File: config.mk
export PLATFORM = sky130hd
export DESIGN_NAME = ysyx_24110006_lsu_flat
export DESIGN_NICKNAME = d
export VERILOG_FILES = /design/src/rtl/ysyx_24110006_pkg.sv /design/src/rtl/ysyx_24110006_lsu_if.sv /design/src/rtl/ysyx_24110006_lsu_align.sv /design/src/rtl/ysyx_24110006_lsu.sv /design/src/flat_wrapper.sv
export SDC_FILE = /design/constraint.sdc
export NUM_CORES = 1
export LEC_CHECK = 0
export CAP_MARGIN = 20
export CORE_AREA = 2 2 128 130
export DETAILED_ROUTE_END_ITERATION = 7
export DIE_AREA = 0 0 130 132
export DONT_BUFFER_PORTS = 1
export PLACE_DENSITY = 0.59
export SLEW_MARGIN = 20
export SYNTH_ARGS = -nofsm -noshare
export SYNTH_HDL_FRONTEND = slang
export SYNTH_SLANG_ARGS = --single-unit
File: constraint.sdc
create_clock -name i_clock -period 5.25 [get_ports i_clock]
set_input_delay 0.525 -clock i_clock [delete_from_list [all_inputs] [get_ports i_clock]]
set_output_delay 0.525 -clock i_clock [all_outputs]
set_load 0.05 [all_outputs]
File: src/rtl/ysyx_24110006_pkg.sv
// Shared types and constants for the load/store unit.
package ysyx_24110006_pkg;

    typedef enum logic [1:0] {
        LSU_IDLE = 2'd0,
        LSU_REQ  = 2'd1,
        LSU_WAIT = 2'd2,
        LSU_DONE = 2'd3
    } lsu_state_e;

    localparam logic [2:0] RT_LB  = 3'b000;
    localparam logic [2:0] RT_LH  = 3'b001;
    localparam logic [2:0] RT_LW  = 3'b010;
    localparam logic [2:0] RT_LBU = 3'b100;
    localparam logic [2:0] RT_LHU = 3'b101;

    localparam logic [3:0] MCAUSE_LD_MISALIGN = 4'd4;
    localparam logic [3:0] MCAUSE_LD_FAULT    = 4'd5;
    localparam logic [3:0] MCAUSE_ST_MISALIGN = 4'd6;
    localparam logic [3:0] MCAUSE_ST_FAULT    = 4'd7;

    localparam logic [3:0] WMASK_H = 4'b0011;
    localparam logic [3:0] WMASK_W = 4'b1111;

    // Stores size by their byte mask, loads by the low bits of funct3.
    function automatic logic is_misaligned(input logic       is_store,
                                           input logic [3:0] wmask,
                                           input logic [2:0] read_t,
                                           input logic [1:0] addr_lo);
        logic half;
        logic word;
        half = is_store ? (wmask == WMASK_H) : (read_t[1:0] == 2'b01);
        word = is_store ? (wmask == WMASK_W) : (read_t[1:0] == 2'b10);
        return (half && addr_lo[0]) || (word && (addr_lo != 2'b00));
    endfunction

endpackage

File: src/rtl/ysyx_24110006_lsu_if.sv
// Data bus between the LSU (master) and memory (slave); names follow the LSU's view.
interface ysyx_24110006_lsu_if #(
    parameter int XLEN = 32
);
    logic              o_req;
    logic              o_we;
    logic [XLEN-1:0]   o_addr;
    logic [XLEN-1:0]   o_wdata;
    logic [XLEN/8-1:0] o_wstrb;
    logic              i_gnt;
    logic              i_rvalid;
    logic [XLEN-1:0]   i_rdata;
    logic              i_err;

    modport master (
        output o_req, o_we, o_addr, o_wdata, o_wstrb,
        input  i_gnt, i_rvalid, i_rdata, i_err
    );

    modport slave (
        input  o_req, o_we, o_addr, o_wdata, o_wstrb,
        output i_gnt, i_rvalid, i_rdata, i_err
    );
endinterface

File: src/rtl/ysyx_24110006_lsu_align.sv
// Byte-lane steering: store data/strobe shift toward the lane, load extract and extension.
module ysyx_24110006_lsu_align
    import ysyx_24110006_pkg::*;
(
    input  logic [1:0]  st_off_i,
    input  logic [3:0]  wmask_i,
    input  logic [31:0] wdata_i,
    output logic [3:0]  wstrb_o,
    output logic [31:0] wdata_o,
    input  logic [1:0]  ld_off_i,
    input  logic [2:0]  read_t_i,
    input  logic [31:0] rdata_i,
    output logic [31:0] ldata_o
);
    logic [31:0] shifted;

    always_comb begin
        wstrb_o = wmask_i << st_off_i;
        wdata_o = wdata_i << {st_off_i, 3'b000};
        shifted = rdata_i >> {ld_off_i, 3'b000};
        case (read_t_i)
            RT_LB:   ldata_o = {{24{shifted[7]}}, shifted[7:0]};
            RT_LH:   ldata_o = {{16{shifted[15]}}, shifted[15:0]};
            RT_LBU:  ldata_o = {24'd0, shifted[7:0]};
            RT_LHU:  ldata_o = {16'd0, shifted[15:0]};
            default: ldata_o = shifted;
        endcase
    end
endmodule

File: src/rtl/ysyx_24110006_lsu.sv
// Load/store unit between execute and writeback; one outstanding bus transaction at a time.
//   state | meaning
//   IDLE  | accepting; non-memory and misaligned ops complete from here
//   REQ   | o_req held until the bus grants
//   WAIT  | granted, waiting for the response strobe
//   DONE  | response captured, o_valid up; back to IDLE next cycle
module ysyx_24110006_lsu
    import ysyx_24110006_pkg::*;
#(
    parameter int XLEN = 32
) (
    input  logic            i_clock,
    input  logic            i_reset,
    input  logic            i_valid,
    output logic            o_ready,
    input  logic [XLEN-1:0] i_result,
    input  logic            i_reg_wen,
    input  logic [4:0]      i_reg_rd,
    input  logic [XLEN-1:0] i_pc,
    input  logic            i_mem_ren,
    input  logic            i_mem_wen,
    input  logic [3:0]      i_mem_wmask,
    input  logic [2:0]      i_mem_read_t,
    input  logic [XLEN-1:0] i_mem_addr,
    input  logic [XLEN-1:0] i_mem_wdata,
    output logic            o_valid,
    input  logic            i_ready,
    output logic [XLEN-1:0] o_result,
    output logic            o_reg_wen,
    output logic [4:0]      o_reg_rd,
    output logic [XLEN-1:0] o_pc,
    output logic            o_exception,
    output logic [3:0]      o_mcause,
    ysyx_24110006_lsu_if.master bus
);
    lsu_state_e      state_q;
    logic            valid_q;
    logic            req_q;
    logic            we_q;
    logic            exc_q;
    logic [3:0]      mcause_q;
    logic [3:0]      wstrb_q;

    logic [XLEN-1:0] result_q;
    logic            reg_wen_q;
    logic [4:0]      rd_q;
    logic [XLEN-1:0] pc_q;
    logic [XLEN-1:0] addr_q;
    logic [XLEN-1:0] wdata_q;
    logic [1:0]      off_q;
    logic [2:0]      read_t_q;

    logic            accept;
    logic            is_mem;
    logic            misalign;
    logic            rsp_take;
    logic [3:0]      st_wstrb;
    logic [31:0]     st_wdata;
    logic [31:0]     ld_data;

    assign o_ready  = (state_q == LSU_IDLE) && (!valid_q || i_ready);
    assign accept   = i_valid && o_ready;
    assign is_mem   = i_mem_ren || i_mem_wen;
    assign misalign = is_mem && is_misaligned(i_mem_wen, i_mem_wmask, i_mem_read_t, i_mem_addr[1:0]);
    // A response counts only while a request is outstanding; stray strobes are dropped.
    assign rsp_take = bus.i_rvalid &&
                      (((state_q == LSU_REQ) && bus.i_gnt) || (state_q == LSU_WAIT));

    ysyx_24110006_lsu_align u_align (
        .st_off_i (i_mem_addr[1:0]),
        .wmask_i  (i_mem_wmask),
        .wdata_i  (i_mem_wdata),
        .wstrb_o  (st_wstrb),
        .wdata_o  (st_wdata),
        .ld_off_i (off_q),
        .read_t_i (read_t_q),
        .rdata_i  (bus.i_rdata),
        .ldata_o  (ld_data)
    );

    always_ff @(posedge i_clock or negedge i_reset) begin
        if (!i_reset) begin
            state_q  <= LSU_IDLE;
            valid_q  <= 1'b0;
            req_q    <= 1'b0;
            we_q     <= 1'b0;
            exc_q    <= 1'b0;
            mcause_q <= 4'd0;
            wstrb_q  <= 4'd0;
        end else begin
            if (valid_q && i_ready) valid_q <= 1'b0;
            case (state_q)
                LSU_IDLE: begin
                    if (accept) begin
                        we_q     <= i_mem_wen;
                        wstrb_q  <= (i_mem_wen && !misalign) ? st_wstrb : 4'd0;
                        exc_q    <= misalign;
                        mcause_q <= !misalign ? 4'd0 :
                                    (i_mem_wen ? MCAUSE_ST_MISALIGN : MCAUSE_LD_MISALIGN);
                        if (is_mem && !misalign) begin
                            state_q <= LSU_REQ;
                            req_q   <= 1'b1;
                        end else begin
                            valid_q <= 1'b1;
                        end
                    end
                end
                LSU_REQ: begin
                    if (bus.i_gnt) begin
                        req_q   <= 1'b0;
                        state_q <= bus.i_rvalid ? LSU_DONE : LSU_WAIT;
                    end
                end
                LSU_WAIT: begin
                    if (bus.i_rvalid) state_q <= LSU_DONE;
                end
                LSU_DONE: state_q <= LSU_IDLE;
                default:  state_q <= LSU_IDLE;
            endcase
            if (rsp_take) begin
                valid_q <= 1'b1;
                if (bus.i_err) begin
                    exc_q    <= 1'b1;
                    mcause_q <= we_q ? MCAUSE_ST_FAULT : MCAUSE_LD_FAULT;
                end
            end
        end
    end

    always_ff @(posedge i_clock) begin
        if (accept) begin
            result_q  <= i_result;
            reg_wen_q <= i_reg_wen && !i_mem_wen && !misalign;
            rd_q      <= i_reg_rd;
            pc_q      <= i_pc;
            addr_q    <= {i_mem_addr[XLEN-1:2], 2'b00};
            wdata_q   <= st_wdata;
            off_q     <= i_mem_addr[1:0];
            read_t_q  <= i_mem_read_t;
        end else if (rsp_take) begin
            if (!we_q) result_q <= ld_data;
            if (bus.i_err) reg_wen_q <= 1'b0;
        end
    end

    assign o_valid      = valid_q;
    assign o_result     = result_q;
    assign o_reg_wen    = reg_wen_q;
    assign o_reg_rd     = rd_q;
    assign o_pc         = pc_q;
    assign o_exception  = exc_q;
    assign o_mcause     = mcause_q;

    assign bus.o_req    = req_q;
    assign bus.o_we     = we_q;
    assign bus.o_addr   = addr_q;
    assign bus.o_wdata  = wdata_q;
    assign bus.o_wstrb  = wstrb_q;
endmodule

File: src/flat_wrapper.sv
// flat-port wrapper written by rule: the top's interface ports become plain ports
module ysyx_24110006_lsu_flat import ysyx_24110006_pkg::*;
#(
    parameter int XLEN = 32
)
  (i_clock, i_reset, i_valid, o_ready, i_result, i_reg_wen, i_reg_rd, i_pc, i_mem_ren, i_mem_wen, i_mem_wmask, i_mem_read_t, i_mem_addr, i_mem_wdata, o_valid, i_ready, o_result, o_reg_wen, o_reg_rd, o_pc, o_exception, o_mcause, bus_o_req, bus_o_we, bus_o_addr, bus_o_wdata, bus_o_wstrb, bus_i_gnt, bus_i_rvalid, bus_i_rdata, bus_i_err);
  ysyx_24110006_lsu_if #(.XLEN(XLEN)) bus_i ();
  input  logic i_clock;
  input  logic i_reset;
  input  logic i_valid;
  output logic o_ready;
  input  logic [XLEN-1:0] i_result;
  input  logic i_reg_wen;
  input  logic [4:0] i_reg_rd;
  input  logic [XLEN-1:0] i_pc;
  input  logic i_mem_ren;
  input  logic i_mem_wen;
  input  logic [3:0] i_mem_wmask;
  input  logic [2:0] i_mem_read_t;
  input  logic [XLEN-1:0] i_mem_addr;
  input  logic [XLEN-1:0] i_mem_wdata;
  output logic o_valid;
  input  logic i_ready;
  output logic [XLEN-1:0] o_result;
  output logic o_reg_wen;
  output logic [4:0] o_reg_rd;
  output logic [XLEN-1:0] o_pc;
  output logic o_exception;
  output logic [3:0] o_mcause;
  output wire logic [$bits(bus_i.o_req)-1:0] bus_o_req;
  output wire logic [$bits(bus_i.o_we)-1:0] bus_o_we;
  output wire logic [$bits(bus_i.o_addr)-1:0] bus_o_addr;
  output wire logic [$bits(bus_i.o_wdata)-1:0] bus_o_wdata;
  output wire logic [$bits(bus_i.o_wstrb)-1:0] bus_o_wstrb;
  input wire logic [$bits(bus_i.i_gnt)-1:0] bus_i_gnt;
  input wire logic [$bits(bus_i.i_rvalid)-1:0] bus_i_rvalid;
  input wire logic [$bits(bus_i.i_rdata)-1:0] bus_i_rdata;
  input wire logic [$bits(bus_i.i_err)-1:0] bus_i_err;
  assign bus_o_req = bus_i.o_req;
  assign bus_o_we = bus_i.o_we;
  assign bus_o_addr = bus_i.o_addr;
  assign bus_o_wdata = bus_i.o_wdata;
  assign bus_o_wstrb = bus_i.o_wstrb;
  assign bus_i.i_gnt = bus_i_gnt;
  assign bus_i.i_rvalid = bus_i_rvalid;
  assign bus_i.i_rdata = bus_i_rdata;
  assign bus_i.i_err = bus_i_err;
  ysyx_24110006_lsu #(.XLEN(XLEN)) u_core (.i_clock(i_clock), .i_reset(i_reset), .i_valid(i_valid), .o_ready(o_ready), .i_result(i_result), .i_reg_wen(i_reg_wen), .i_reg_rd(i_reg_rd), .i_pc(i_pc), .i_mem_ren(i_mem_ren), .i_mem_wen(i_mem_wen), .i_mem_wmask(i_mem_wmask), .i_mem_read_t(i_mem_read_t), .i_mem_addr(i_mem_addr), .i_mem_wdata(i_mem_wdata), .o_valid(o_valid), .i_ready(i_ready), .o_result(o_result), .o_reg_wen(o_reg_wen), .o_reg_rd(o_reg_rd), .o_pc(o_pc), .o_exception(o_exception), .o_mcause(o_mcause), .bus(bus_i));
endmodule
======== Yosys cells after proc, flatten, opt, wreduce, memory -nomap -nowiden ========
Cells that the tools add are included.
storage, ports and cells
  logic and storage cells ................. 99
  output and inout port bits .............. 147
  register bits ........................... 151
  bits of input ports ..................... 182
cells by class
  reduce and logical (&&, ||, !) cells .... 30
  shift-type cells ........................ 3
  mux-type cells .......................... 36
  equality and inequality tests ........... 15
operator list
  operator                                                          number
  32-bit case mux with 4 select lines                               1
  32-bit two-way mux                                                3
  32-bit by 5-bit left shift with 32-bit output                     1
  32-bit by 5-bit >> shifter with 32-bit output                     1
  4-bit two-way mux                                                 6
  1-bit two-way mux                                                 18
  1-bit logical AND                                                 12
  2-bit two-way mux                                                 6
  2-bit != test (second input constant)                             4
  2-bit case mux with 4 select lines                                1
  4-bit AND reduction                                               2
  2-bit nonzero test                                                4
  2-bit == test (second input constant)                             3
  3-bit == test (second input constant)                             2
  2-bit AND reduction                                               3
  2-bit by 1-bit == test with 1-bit output (second input constant)  2
  4-bit by 2-bit == test with 1-bit output (second input constant)  1
  4-bit == test (second input constant)                             1
  1-bit logical OR                                                  4
  4-bit by 2-bit left shift with 4-bit output                       1
  3-bit by 1-bit == test with 1-bit output (second input constant)  1
  1-bit logical NOT                                                 3
  3-bit logical NOT                                                 1
  2-bit logical NOT                                                 1
  other kinds (2)                                                   2

======== Depth between registers and ports, before layout ========
  depth after elaboration ................. 11
  mapped depth ............................ 8
  depth with buffers taken out ............ 8

======== By module ========
A second synthesis with hierarchy kept.
second synthesis, totals
  cells, all modules ...................... 540
  area, all modules ....................... 6769.0 sq um
modules (own cells, without submodules)
  module                   area an instance (sq um)  cells an instance  seq. area each (sq um)  times used
  ysyx_24110006_lsu        5320.1                    330                4464.3                  1
  ysyx_24110006_lsu_align  1448.9                    210                0.0                     1

======== Worst setup path after synthesis ========
OpenSTA, ideal clock, no wires.
  kind .................................... reg-to-reg
  start point ............................. reg u_core.valid_q, in the netlist u_core.o_valid
  end point ............................... reg u_core.valid_q, in the netlist u_core.o_valid
  clock period less this slack ............ 5.145 ns
  data required time ...................... 5.163 ns
  slack ................................... 0.105 ns
  data arrival time ....................... 5.058 ns
  stages on the path, launching flop included .. 8
  path buffers ............................ 1
  cells stage by stage .................... dfrtp_1 nand2b_1 and2_1 nand2_1 inv_1 clkbuf_1 o21ai_0 nand3_1
between the ends
  cells in the longest elaborated chain, start to end .. 7
ends and longest elaborated chain
  element                   line                      RTL
  start: declaration        ysyx_24110006_lsu.sv:37   logic valid_q;
  start signal: assignment  ysyx_24110006_lsu.sv:84   valid_q <= 1'b0;
  start signal: assignment  ysyx_24110006_lsu.sv:91   if (valid_q && i_ready) valid_q <= 1'b0;
  start signal: assignment  ysyx_24110006_lsu.sv:104  valid_q <= 1'b1;
  1-bit logical NOT         ysyx_24110006_lsu.sv:61   assign o_ready = (state_q == LSU_IDLE) && (!valid_q || i_ready);
  1-bit logical OR          ysyx_24110006_lsu.sv:61
  1-bit logical AND         ysyx_24110006_lsu.sv:61
  net o_ready               flat_wrapper.sv:11        output logic o_ready;
  1-bit logical AND         ysyx_24110006_lsu.sv:62   assign accept = i_valid && o_ready;
  net u_core.accept         ysyx_24110006_lsu.sv:53   logic accept;
  1-bit two-way mux         ysyx_24110006_lsu.sv:94   if (accept) begin
  1-bit two-way mux         ysyx_24110006_lsu.sv:92   case (state_q)
  1-bit two-way mux         ysyx_24110006_lsu.sv:120  if (rsp_take) begin
The timed path passes the listed nets, and every way through them passes these cells.
A chain may end at the register's enable or synchronous reset.

======== Worst setup path after layout ========
  start point ............................. reg u_core.state_q[0]
  end point ............................... reg u_core.wdata_q[0], in the netlist u_core.bus.o_wdata[0] (enable)
between the ends
  cells in the longest elaborated chain, start to end .. 3
ends and longest elaborated chain
  element                   line                      RTL
  start: declaration        ysyx_24110006_lsu.sv:36   lsu_state_e state_q;
  start signal: assignment  ysyx_24110006_lsu.sv:111  state_q <= bus.i_rvalid ? LSU_DONE : LSU_WAIT;
  2-bit logical NOT         ysyx_24110006_lsu.sv:61
  1-bit logical AND         ysyx_24110006_lsu.sv:61
  net o_ready               flat_wrapper.sv:11
  1-bit logical AND         ysyx_24110006_lsu.sv:62
  end signal: assignment    ysyx_24110006_lsu.sv:137  wdata_q <= st_wdata;
  end: declaration          ysyx_24110006_lsu.sv:49   logic [XLEN-1:0] wdata_q;
The timed path passes the listed nets, and every way through them passes these cells.

==> metrics <==
CTS max path bufs 2; critical path class flip-flop to flip-flop; DRC viols 0; GRT Residual Overflow 0; max-slew violation count 0; Final Hold Vio Count 0; core area 15700 um^2; H-tree Lvls 4; r2r endpoint u_core.bus.o_wdata[0]; Synth area leader edfxtp_1; library cells used by synthesis 42; vias in the first global route 3772; main combinational cell family by area after synthesis simple AND/OR/NAND/NOR gates; Total Wirelength 16000 um; Initial Util 0.407; Fin Setup TNS 0 ps; Clock Skew 8.60 ps; fin cells 709; area post-placement 6560 um^2; via count 3892; xor/xnor share of the synthesized area 0.00137; drt first-iter violations 256; clock tree from TritonCTS done; setup repair bufs after CTS 0; Post-Synth Adder-Cell Area 0.00784; Design Area, Final 7220 um^2; share of cells above drive strength 1 0.0933; row cnt 46; Cells after Synth 482; status finished, final reports clean; gpl congestion 0.812; Seq cells post-synth 151; # nets final 666; port buffer count 0; first-pass GRT wire length 23000 um; mux share of post-synthesis cell area 0.0586; worst rel slew slack 0.347; Die Ht 132 um; CP startpoint kind flip-flop; post-DP HPWL 12000 um; # clock sinks 151; largest net degree at the start of global routing 73; FF-to-FF Start u_core.state_q[0]; Tot Pwr 0.00436 W; # setup viols final 0; Critical Path End u_core.bus.o_wdata[0]; initial antenna violation count 0; syn_area_per_cell 13.3 um^2; simple-gate portion of the synthesized area 0.111; CP Max Fanout 72; CP Data Required Time 5290 ps; crit path time final 3400 ps; Root Buffer clkbuf_16; die area 17200 um^2; FMAX 294 MHz; unrepaired setup endpoints after global routing no; Final Cycle Share 0.648; R2R cell count 7; Synth Flop Type edfxtp_1; clock slew at reported path FFs 70 ps; Netlist Area Pre-Place 6390 um^2; worst hold-check path type primary input to flip-flop; Power Density 604 nW/um^2; vias per inst 5.49; Synth async-reset ratio 0.0927; worst vdd ir 0.000337 V; synth top area cells edfxtp_1 (64%), dfrtp_1 (5.5%), mux2i_1 (5.3%); area delta synth->final 13.0%; Synth top area share 0.644; clk_lat worst skew 410 ps; io pins 329; # diodes 0; Max-Cap Viols 0; Die W 130 um; kind of end point of the critical path flip-flop; crit path DAT 3440 ps; actual slew at the worst max-slew pin 980 ps; worst setup path start u_core.state_q[0]; Post-synth EDFFs 137; Inst Count DP 674; DRT Pass-1 Iters 5; Final ANT Viol Nets 0; post-synthesis compound-gate area fraction 0.0976; CTS buffer count 17; drt wl/cell 22.5 um; Leakage 2.60 nW; reg2reg setup slack 1850 ps; sequential element share of the synthesized area 0.699; GRT Total Usage 0.182; Ys Warns 0
layer usage:
layer	track usage	routed length, um	vias up
met2	0.304	8130	215
li1	-	-	1764
met3	0.0682	1380	25
met4	0.0651	335	0
met1	0.213	6140	1888
met5	0	0	-
worst max-delay path: stages (launching register included):
cell,delay [ps]
dfrtp_1,400
inv_1,130
ha_1,240
and2_1,500
nand2_2,80
buf_4,290
inv_4,490
buf_4,810
worst min path at each step:
stage	start	end	slack, ps	cells past startpoint
detailed placement	i_reset	u_core.o_valid	230	0
global route	i_pc[13]	u_core.o_pc[13]	170	0
floorplan	i_reset	u_core.bus.o_req	230	0
global placement	i_reset	u_core.state_q[1]	230	0
finish	i_pc[13]	u_core.o_pc[13]	200	0
CTS	i_pc[13]	u_core.o_pc[13]	180	0
flip-flops by register name, summed over array words and instances, names as in the netlist, 3 cells and up:
register            count
u_core.bus.o_wdata     32
u_core.o_pc            32
u_core.o_result        32
u_core.bus.o_addr      30
u_core.o_reg_rd         5
u_core.bus.o_wstrb      4
u_core.o_mcause         4
u_core.read_t_q         3
cell families (layout without fill, tap and decap cells):
family | after synthesis | after routing
mux | 36 | 36
xor+xnor | 1 | 1
fa+ha+maj | 4 | 4
flops | 151 | 151
buf+inv | 34 | 44
simple gates | 158 | 158
compound gates | 97 | 97
other cells | 1 | 2
cell usage after synthesis, types with 8 or more instances:
cell / count
a211oi_1: 16
mux2i_1: 34
nor2b_1: 19
dfrtp_1: 14
o22a_1: 8
clkbuf_1: 14
o21ai_0: 21
edfxtp_1: 137
nor2_1: 41
nand2_1: 70
a21oi_1: 34
and2_1: 10
timing repair:
item,in CTS,in global routing
hold buffers,1,0
gates resized for setup,0,0
hold endpoints to repair,14,0
final cells by class:
type                            instances  area, um^2
Timing Repair Buffer                    5        80.1
Multi-Input combinational cell        298        1790
Inverter                                7        28.8
Clock buffer                           17         425
Tap cell                              216         270
Fill cell                            1397        8490
Clock inverter                         15         165
Sequential cell                       151        4460
layout by cell type, fill, tap and decap left out, types with 3 or more instances in the layout:
cell	n
nor2b_1	19
a211oi_1	16
clkbuf_16	17
nand3_1	7
a21oi_1	34
dfrtp_1	14
a21o_1	3
o22a_1	8
edfxtp_1	137
and2_1	10
nand2_1	69
inv_6	5
nor2_1	41
nand2b_1	3
ha_1	4
o21ai_0	20
inv_8	3
mux2i_1	34
inv_1	6
a31oi_1	3
through the flow:
stage	utilization	setup WS [ps]	hold WS (ps)
after CTS	0.456	1840	181
after global placement	0.418	1960	230
after floorplan	-	105	229
final	0.459	1850	199
after global routing	0.459	1590	175
after detailed placement	0.418	1860	230
report_power, final:
| group | switching [W] | leakage (nW) | total, W | internal [W] |
|---|---|---|---|---|
| sequential | 0.000919 | 1.44 | 0.00259 | 0.00167 |
| combinational | 0.000360 | 0.875 | 0.000559 | 0.000199 |
| clock | 0.000498 | 0.286 | 0.00121 | 0.000712 |
| total | 0.00178 | 2.60 | 0.00436 | 0.00258 |
Power figures use the tool's default switching activity.
